===== src/rtl/mem_dump_uart.sv =====
// mem_dump_uart: debug readout engine for the data memory's second read port.
// On a start pulse it sweeps word addresses 0..DEPTH-1, captures each 32-bit
// word and sends it over a UART TX line as 4 bytes, MSB byte first, 8N1.
//
// Ports:
//   clk            system clock, rising edge
//   reset          asynchronous, active-high
//   start          dump request, sampled only while idle
//   read_addr_out  word address to the memory debug port
//   read_out       word returned by the memory debug port
//   tx             UART serial out, idles high
//   busy           high while a dump is in progress
//   done           one-cycle pulse after the final stop bit
module mem_dump_uart #(
    parameter int CLKS_PER_BIT = 868,
    parameter int DEPTH        = 256,
    parameter int RD_LATENCY   = 1
) (
    input  logic        clk,
    input  logic        reset,
    input  logic        start,
    output logic [7:0]  read_addr_out,
    input  logic [31:0] read_out,
    output logic        tx,
    output logic        busy,
    output logic        done
);

    // The capture step has no cycle of its own: the word is latched on the
    // transition into START_BIT so the per-word period is L + 1 + 40*C.
    typedef enum logic [2:0] {
        IDLE,
        SETADDR,
        WAIT,
        START_BIT,
        DATA,
        STOP,
        NEXT
    } state_t;

    localparam logic [15:0] BIT_LAST  = 16'(CLKS_PER_BIT - 1);
    localparam logic [8:0]  ADDR_LAST = 9'(DEPTH - 1);
    localparam logic [1:0]  WAIT_LAST = 2'(RD_LATENCY);

    state_t      state_q, state_d;
    logic [8:0]  addr_q, addr_d;
    logic [1:0]  wait_q, wait_d;
    logic [15:0] bit_cnt_q, bit_cnt_d;
    logic [2:0]  bit_idx_q, bit_idx_d;
    logic [1:0]  byte_idx_q, byte_idx_d;
    logic [31:0] shreg_q, shreg_d;
    logic        tx_q, tx_d;
    logic        busy_q, busy_d;
    logic        done_q, done_d;

    logic        bit_end;
    logic        load;
    logic [2:0]  nxt_bit;
    logic [7:0]  cur_byte;

    assign bit_end  = (bit_cnt_q == BIT_LAST);
    assign nxt_bit  = bit_idx_q + 3'd1;
    assign cur_byte = shreg_q[31:24];

    always_ff @(posedge clk or posedge reset) begin
        if (reset) begin
            state_q    <= IDLE;
            addr_q     <= '0;
            wait_q     <= '0;
            bit_cnt_q  <= '0;
            bit_idx_q  <= '0;
            byte_idx_q <= '0;
            shreg_q    <= '0;
            tx_q       <= 1'b1;
            busy_q     <= 1'b0;
            done_q     <= 1'b0;
        end else begin
            state_q    <= state_d;
            addr_q     <= addr_d;
            wait_q     <= wait_d;
            bit_cnt_q  <= bit_cnt_d;
            bit_idx_q  <= bit_idx_d;
            byte_idx_q <= byte_idx_d;
            shreg_q    <= shreg_d;
            tx_q       <= tx_d;
            busy_q     <= busy_d;
            done_q     <= done_d;
        end
    end

    always_comb begin
        state_d    = state_q;
        addr_d     = addr_q;
        wait_d     = wait_q;
        bit_cnt_d  = '0;
        bit_idx_d  = bit_idx_q;
        byte_idx_d = byte_idx_q;
        shreg_d    = shreg_q;
        tx_d       = tx_q;
        busy_d     = busy_q;
        done_d     = 1'b0;
        load       = 1'b0;

        case (state_q)
            IDLE: begin
                if (start) begin
                    state_d = SETADDR;
                    addr_d  = '0;
                    busy_d  = 1'b1;
                end
            end
            SETADDR: begin
                if (RD_LATENCY == 0) begin
                    load = 1'b1;
                end else begin
                    wait_d  = 2'd1;
                    state_d = WAIT;
                end
            end
            WAIT: begin
                if (wait_q == WAIT_LAST) begin
                    load = 1'b1;
                end else begin
                    wait_d = wait_q + 2'd1;
                end
            end
            START_BIT: begin
                bit_cnt_d = bit_end ? '0 : bit_cnt_q + 16'd1;
                if (bit_end) begin
                    state_d   = DATA;
                    bit_idx_d = '0;
                    tx_d      = cur_byte[0];
                end
            end
            DATA: begin
                bit_cnt_d = bit_end ? '0 : bit_cnt_q + 16'd1;
                if (bit_end) begin
                    if (bit_idx_q == 3'd7) begin
                        state_d = STOP;
                        tx_d    = 1'b1;
                    end else begin
                        bit_idx_d = nxt_bit;
                        tx_d      = cur_byte[nxt_bit];
                    end
                end
            end
            STOP: begin
                bit_cnt_d = bit_end ? '0 : bit_cnt_q + 16'd1;
                if (bit_end) begin
                    if (byte_idx_q == 2'd3) begin
                        if (addr_q == ADDR_LAST) begin
                            state_d = NEXT;
                            done_d  = 1'b1;
                            busy_d  = 1'b0;
                            addr_d  = '0;
                        end else begin
                            state_d = SETADDR;
                            addr_d  = addr_q + 9'd1;
                        end
                    end else begin
                        state_d    = START_BIT;
                        byte_idx_d = byte_idx_q + 2'd1;
                        shreg_d    = {shreg_q[23:0], 8'h00};
                        tx_d       = 1'b0;
                    end
                end
            end
            // Holds the done cycle; start is not sampled here.
            NEXT: begin
                state_d = IDLE;
            end
            default: begin
                state_d = IDLE;
            end
        endcase

        if (load) begin
            shreg_d    = read_out;
            byte_idx_d = '0;
            tx_d       = 1'b0;
            state_d    = START_BIT;
        end
    end

    assign read_addr_out = addr_q[7:0];
    assign tx            = tx_q;
    assign busy          = busy_q;
    assign done          = done_q;

endmodule

===== config.mk =====
export PLATFORM = sky130hd
export DESIGN_NAME = mem_dump_uart
export DESIGN_NICKNAME = d
export VERILOG_FILES = /design/src/rtl/mem_dump_uart.sv
export SDC_FILE = /design/constraint.sdc
export NUM_CORES = 1
export LEC_CHECK = 0
export CORE_MARGIN = 2
export CORE_UTILIZATION = 55
export DETAILED_ROUTE_END_ITERATION = 10
export PLACE_DENSITY = 0.79
export SLEW_MARGIN = 40
export SYNTH_ARGS = -nofsm -noshare
export SYNTH_HDL_FRONTEND = slang
export SYNTH_SLANG_ARGS = --single-unit
export TNS_END_PERCENT = 5

===== constraint.sdc =====
create_clock -name clk -period 2.4 [get_ports clk]
set_input_delay 0.36 -clock clk [delete_from_list [all_inputs] [get_ports clk]]
set_output_delay 0.36 -clock clk [all_outputs]
set_load 0.03 [all_outputs]

# After elaboration in Yosys (flattened, before gate mapping)

Index checks and enable logic that the tools add are counted.

Flip-flop bits (word level): 70
Bits of input ports: 35
Output and inout bits: 11
Logic and storage cells: 107

$add $sub $neg: 5
Magnitude comparators: 1
Equal/unequal tests: 26
Muxes and demuxes: 50
Reductions and logical operators: 15

Operator list:

| operator                                                             | number |
|---|---|
| 32-bit 2-to-1 mux                                                    | 4 |
| 9-bit 2-to-1 mux                                                     | 4 |
| 3-bit 2-to-1 mux                                                     | 11 |
| 16-bit 2-to-1 mux                                                    | 2 |
| 2-bit != test, second input constant                                 | 10 |
| 3-bit != test, second input constant                                 | 6 |
| 3-bit case mux with 6 select lines                                   | 1 |
| 9-bit case mux with 2 select lines                                   | 1 |
| 1-bit 2-to-1 mux                                                     | 17 |
| 16-bit by 1-bit adder with 16-bit output, second input constant      | 1 |
| 16-bit by 10-bit == test with 1-bit output, second input constant    | 1 |
| 2-bit 2-to-1 mux                                                     | 5 |
| 5-bit AND reduction                                                  | 2 |
| 2-bit nonzero test                                                   | 5 |
| 9-bit by 1-bit adder with 9-bit output, second input constant        | 1 |
| 3-bit == test, second input constant                                 | 3 |
| 9-bit by 8-bit == test with 1-bit output, second input constant      | 1 |
| 4-bit AND reduction                                                  | 2 |
| 3-bit by 2-bit == test with 1-bit output, second input constant      | 2 |
| 3-bit case mux with 2 select lines                                   | 1 |
| 6-bit AND reduction                                                  | 1 |
| 2-bit by 1-bit adder with 2-bit output, second input constant        | 2 |
| 3-bit by 4-bit < comparator with 1-bit output, second input constant | 1 |
| 2-bit case mux with 2 select lines                                   | 1 |
| other kinds (12)                                                     | 12 |

# Logic depth before layout (Yosys ltp)

Word-level depth: 7
Depth in mapped cells: 7
Mapped depth without buffers: 6

# Worst setup path before layout

OpenSTA, ideal clock, no wires.

Path type: reg2reg
Start point: register bit_cnt_q[0]
End point: register shreg_q[13]
Arrival: 1,640 ps
Required time: 2,274 ps
Slack: 634 ps
Cell stages (with the launch flop): 8
Buffers on the path: 2
Clock period less this slack: 1,766 ps
Cells stage by stage: dfrtp_1 -> ha_1 -> nor3b_1 -> and4_1 -> buf_4 -> a21oi_2 -> buf_6 -> a221o_1

Cells in the longest elaborated chain, start to end: 3

Ends and longest elaborated chain:

| item                                       | line | RTL |
|---|---|---|
| start: declaration                         | 48   | `logic [15:0] bit_cnt_q, bit_cnt_d;` |
| start signal: assignment                   | 81   | `bit_cnt_q <= bit_cnt_d;` |
| 16-bit by 10-bit == test with 1-bit output | 61   | `assign bit_end = (bit_cnt_q == BIT_LAST);` |
| 2-bit nonzero test (no source line)        | -    |  |
| 3-bit AND reduction (no source line)       | -    |  |
| end signal: assignment                     | 84   | `shreg_q <= shreg_d;` |
| end: declaration                           | 51   | `logic [31:0] shreg_q, shreg_d;` |

No other way between the ends.
A chain may end at the register's enable or synchronous reset.

# Worst setup path in the final report

Start point: register bit_cnt_q[0]
End point: register shreg_q[27]

The elaborated chain is that of the path after synthesis.

==> results.toml <==
[logic_synthesis]
synth-xor-area-share_pct = 2.57
netlist.area_leader.share_pct = 46.0
synth_cell_types = 61
synthAdderAreaFrac_pct = 2.00
synth_edf_count = 0
ys_seq_elements = 70
synthTopCellsByCount = "69 x dfrtp_1, 34 x nand2_1, 26 x nor2_1"
synth_top_family_by_area = "simple AND/OR/NAND/NOR gates"
synth_cells = 363
synth_most_common_cell = "dfrtp_1"
synth_top_flop_cell = "dfrtp_1"
synth-simple-area-share_pct = 23.0
yosysTopAreaCell = "dfrtp_1"
syn_area_sq_um = 3750
synth.area.mux_share_pct = 2.57
syn-num-nets = 404
yosys_warnings = 0
syn_area_per_cell_sq_um = 10.3
async_flop_share_pct = 100
ys_top_cells_by_area = "dfrtp_1 46%, a221o_1 3.5%, nand2_1 3.4%, and2_1 2.8%, o21ai_0 2.8%"
synth_compound_area_share_pct = 17.8
ys_seq_area_share_pct = 46.7

[timing]
worstMarginPinSlew_ns = 0.616
hold_violations = 0
min_period_over_period_pct = 87.8
period_minus_slack_ns = 2.11
rsz0062_at_grt = "false"
fin_skew_ns = 0.00882
setup_viol = 0
finalSetupTns_ns = 0
relSlewSlack_pct = 58.9
fmax_mhz = 475
final-max-slew-violation-count = 0

[power]
comb_power_share_pct = 4.7
p_sw_uw = 479
p_sw_share_pct = 20.2
p_per_area_nw_per_um2 = 536
p_int_mw = 1.90
p_leak_nw = 1.87
vdd_drop_max_mv = 0.282
power_frac_seq_pct = 51.6
power.share.clock_pct = 43.7

[cts]
clock-sinks = 70
ctsResizeCount = 0
clk_pin_slew_ns = 0.07
cts_buffer_depth = 2
cts-root-buf = "clkbuf_8"
clk-insertion-delay-late_ns = 0.34
postCtsSetupBuffers = 0
cts_tree = "built"
h-tree-depth = 3
hold_buffers = 0
numCtsBuffers = 9

[route]
initialDrtViolationCount = 179
wl_met3_microns = 268
final_antenna_net_count = 0
vias = 2960
drcViolationCount = 0
firstDrtPassIters = 4
wl_met1_mm = 3.49
top_layer = "met4"
routed_wl_mm = 7.80
wl_met2_mm = 3.89
wire_per_inst_microns = 16.0
routed_via_density = 6.08

[placement]
place_hpwl_mm = 5.60
placed_cells = 471
gp_congestion = 0.865
port_buffers = 45

[worst_setup_path]
path_buf_inv = 1
cp_max_fo = 9
crit_path_end_kind = "flop"
slowest_stage = "dfrtp_1"
arrival_ns = 2.33
crit_required_ns = 2.62
max_stage_delay_ns = 0.38
path_delay_family = "simple AND/OR/NAND/NOR gates"
reg2regPathDepth = 6
start_kind = "flop"
crit_chain = "ha_1 -> nor3b_2 -> and4_1 -> buf_4 -> nand3_4 -> o221a_1"
cp.depth = 6
crit_type = "flop to flop"

[floorplan]
dieArea_sq_um = 7500
die_h_microns = 86.6
rows = 30
initial_core_util_pct = 56.1
io_pins = 46
die_x_microns = 86.6
coreArea_sq_um = 6680

[cells_and_area]
nNetsFinal = 443
antenna_cells = 0
n_fill_cell = 538
final_cell_count_no_fill = 487
drive_gt1_share_pct = 10.3
area_growth_pct = 18.1

[min_path]
holdCritPathClass = "primary input to async pin"

[flow_run]
cap_violations = 0

[grt]
grt_pass1_wl_mm = 13.4
grt_overflow = 0
antenna_found_initial = 0
grt_pass1_vias = 2802
grt_max_degree = 49
track_usage_pct = 22.7

[status]
status = "complete, no violations"
worst register-to-register path, cell delays in order (launching register included):
cell and delay, ns:
dfrtp_1 0.38, ha_1 0.30, nor3b_2 0.33, and4_1 0.36
buf_4 0.20, nand3_4 0.14, o221a_1 0.28
flip-flops by register name, summed over array words and instances (netlist names):
name	flops
addr_q	9
bit_cnt_q	16
bit_idx_q	3
busy	1
byte_idx_q	2
done	1
shreg_q	32
state_q	3
tx	1
wait_q	2
final cells by class:
class | count | area, sq um | area share [%]
multi-input combinational | 256 | 1800 | 40.6
sequential | 70 | 1750 | 39.6
timing repair buffer | 55 | 526 | 11.9
clock buffer | 13 | 149 | 3.36
tap | 80 | 100 | 2.26
clock inverter | 3 | 67.6 | 1.52
inverter | 10 | 37.5 | 0.847
metrics by stage:
step / area (sq um) / util, % / setup WS, ns / hold slack [ns] / power [mW]
CTS: 4430 / 66.3 / 0.297 / 0.392 / 2.39
finish: 4430 / 66.3 / 0.293 / 0.389 / 2.37
floorplan: 3750 / - / 0.273 / 0.447 / 1.29
global placement: 4220 / 63.1 / 0.412 / 0.458 / 1.36
detailed placement: 4220 / 63.1 / 0.322 / 0.473 / 1.36
global route: 4430 / 66.3 / 0.131 / 0.437 / 2.45
power by group through the flow:
stage / Sequential [mW] / Combinational, mW / Clock (mW)
finish: 1.22 / 0.112 / 1.04
global route: 1.23 / 0.125 / 1.10
CTS: 1.22 / 0.115 / 1.05
detailed placement: 1.25 / 0.114 / 0
global placement: 1.25 / 0.111 / 0
floorplan: 1.24 / 0.0466 / 0
placed cells by master (no fill, tap or decap), types with 7 or more instances in the layout:
| cell | instances |
|---|---|
| nor2_1 | 26 |
| nand2b_1 | 10 |
| buf_4 | 10 |
| o221a_1 | 8 |
| o21ai_0 | 21 |
| and2_1 | 17 |
| inv_1 | 8 |
| xnor2_1 | 7 |
| clkbuf_8 | 10 |
| nand4_1 | 9 |
| clkdlybuf4s50_1 | 45 |
| nand3_1 | 13 |
| a31oi_1 | 8 |
| dfrtp_1 | 69 |
| a221o_1 | 13 |
| nor3_1 | 7 |
| nand2_1 | 34 |
worst paths after layout:
| kind | startpoint | end | slack [ns] |
|---|---|---|---|
| max | bit_cnt_q[0] | shreg_q[27] | 0.29 |
| min | reset | shreg_q[25] | 0.39 |
| max reg2reg | bit_cnt_q[0] | shreg_q[27] | 0.29 |
| max in group asynchronous | reset | shreg_q[22] | 1.46 |
| min in group clk | bit_cnt_q[0] | bit_cnt_q[0] | 0.48 |
| min reg2reg | bit_cnt_q[0] | bit_cnt_q[0] | 0.48 |
metal layers:
metal / vias to the layer above / global-route usage, %
met5: - / 0
met2: 66 / 37.0
met1: 1461 / 30.9
met4: 0 / 9.09
met3: 11 / 3.24
li1: 1422 / -
kinds of logic (layout without fill, tap and decap cells):
logic type,after synthesis,in the layout
compound gates,85,85
xor+xnor,11,11
fa+ha+maj,6,6
buf+inv,37,81
flops,70,70
mux,7,7
simple gates,147,147
(Power assumes the default switching activity.)
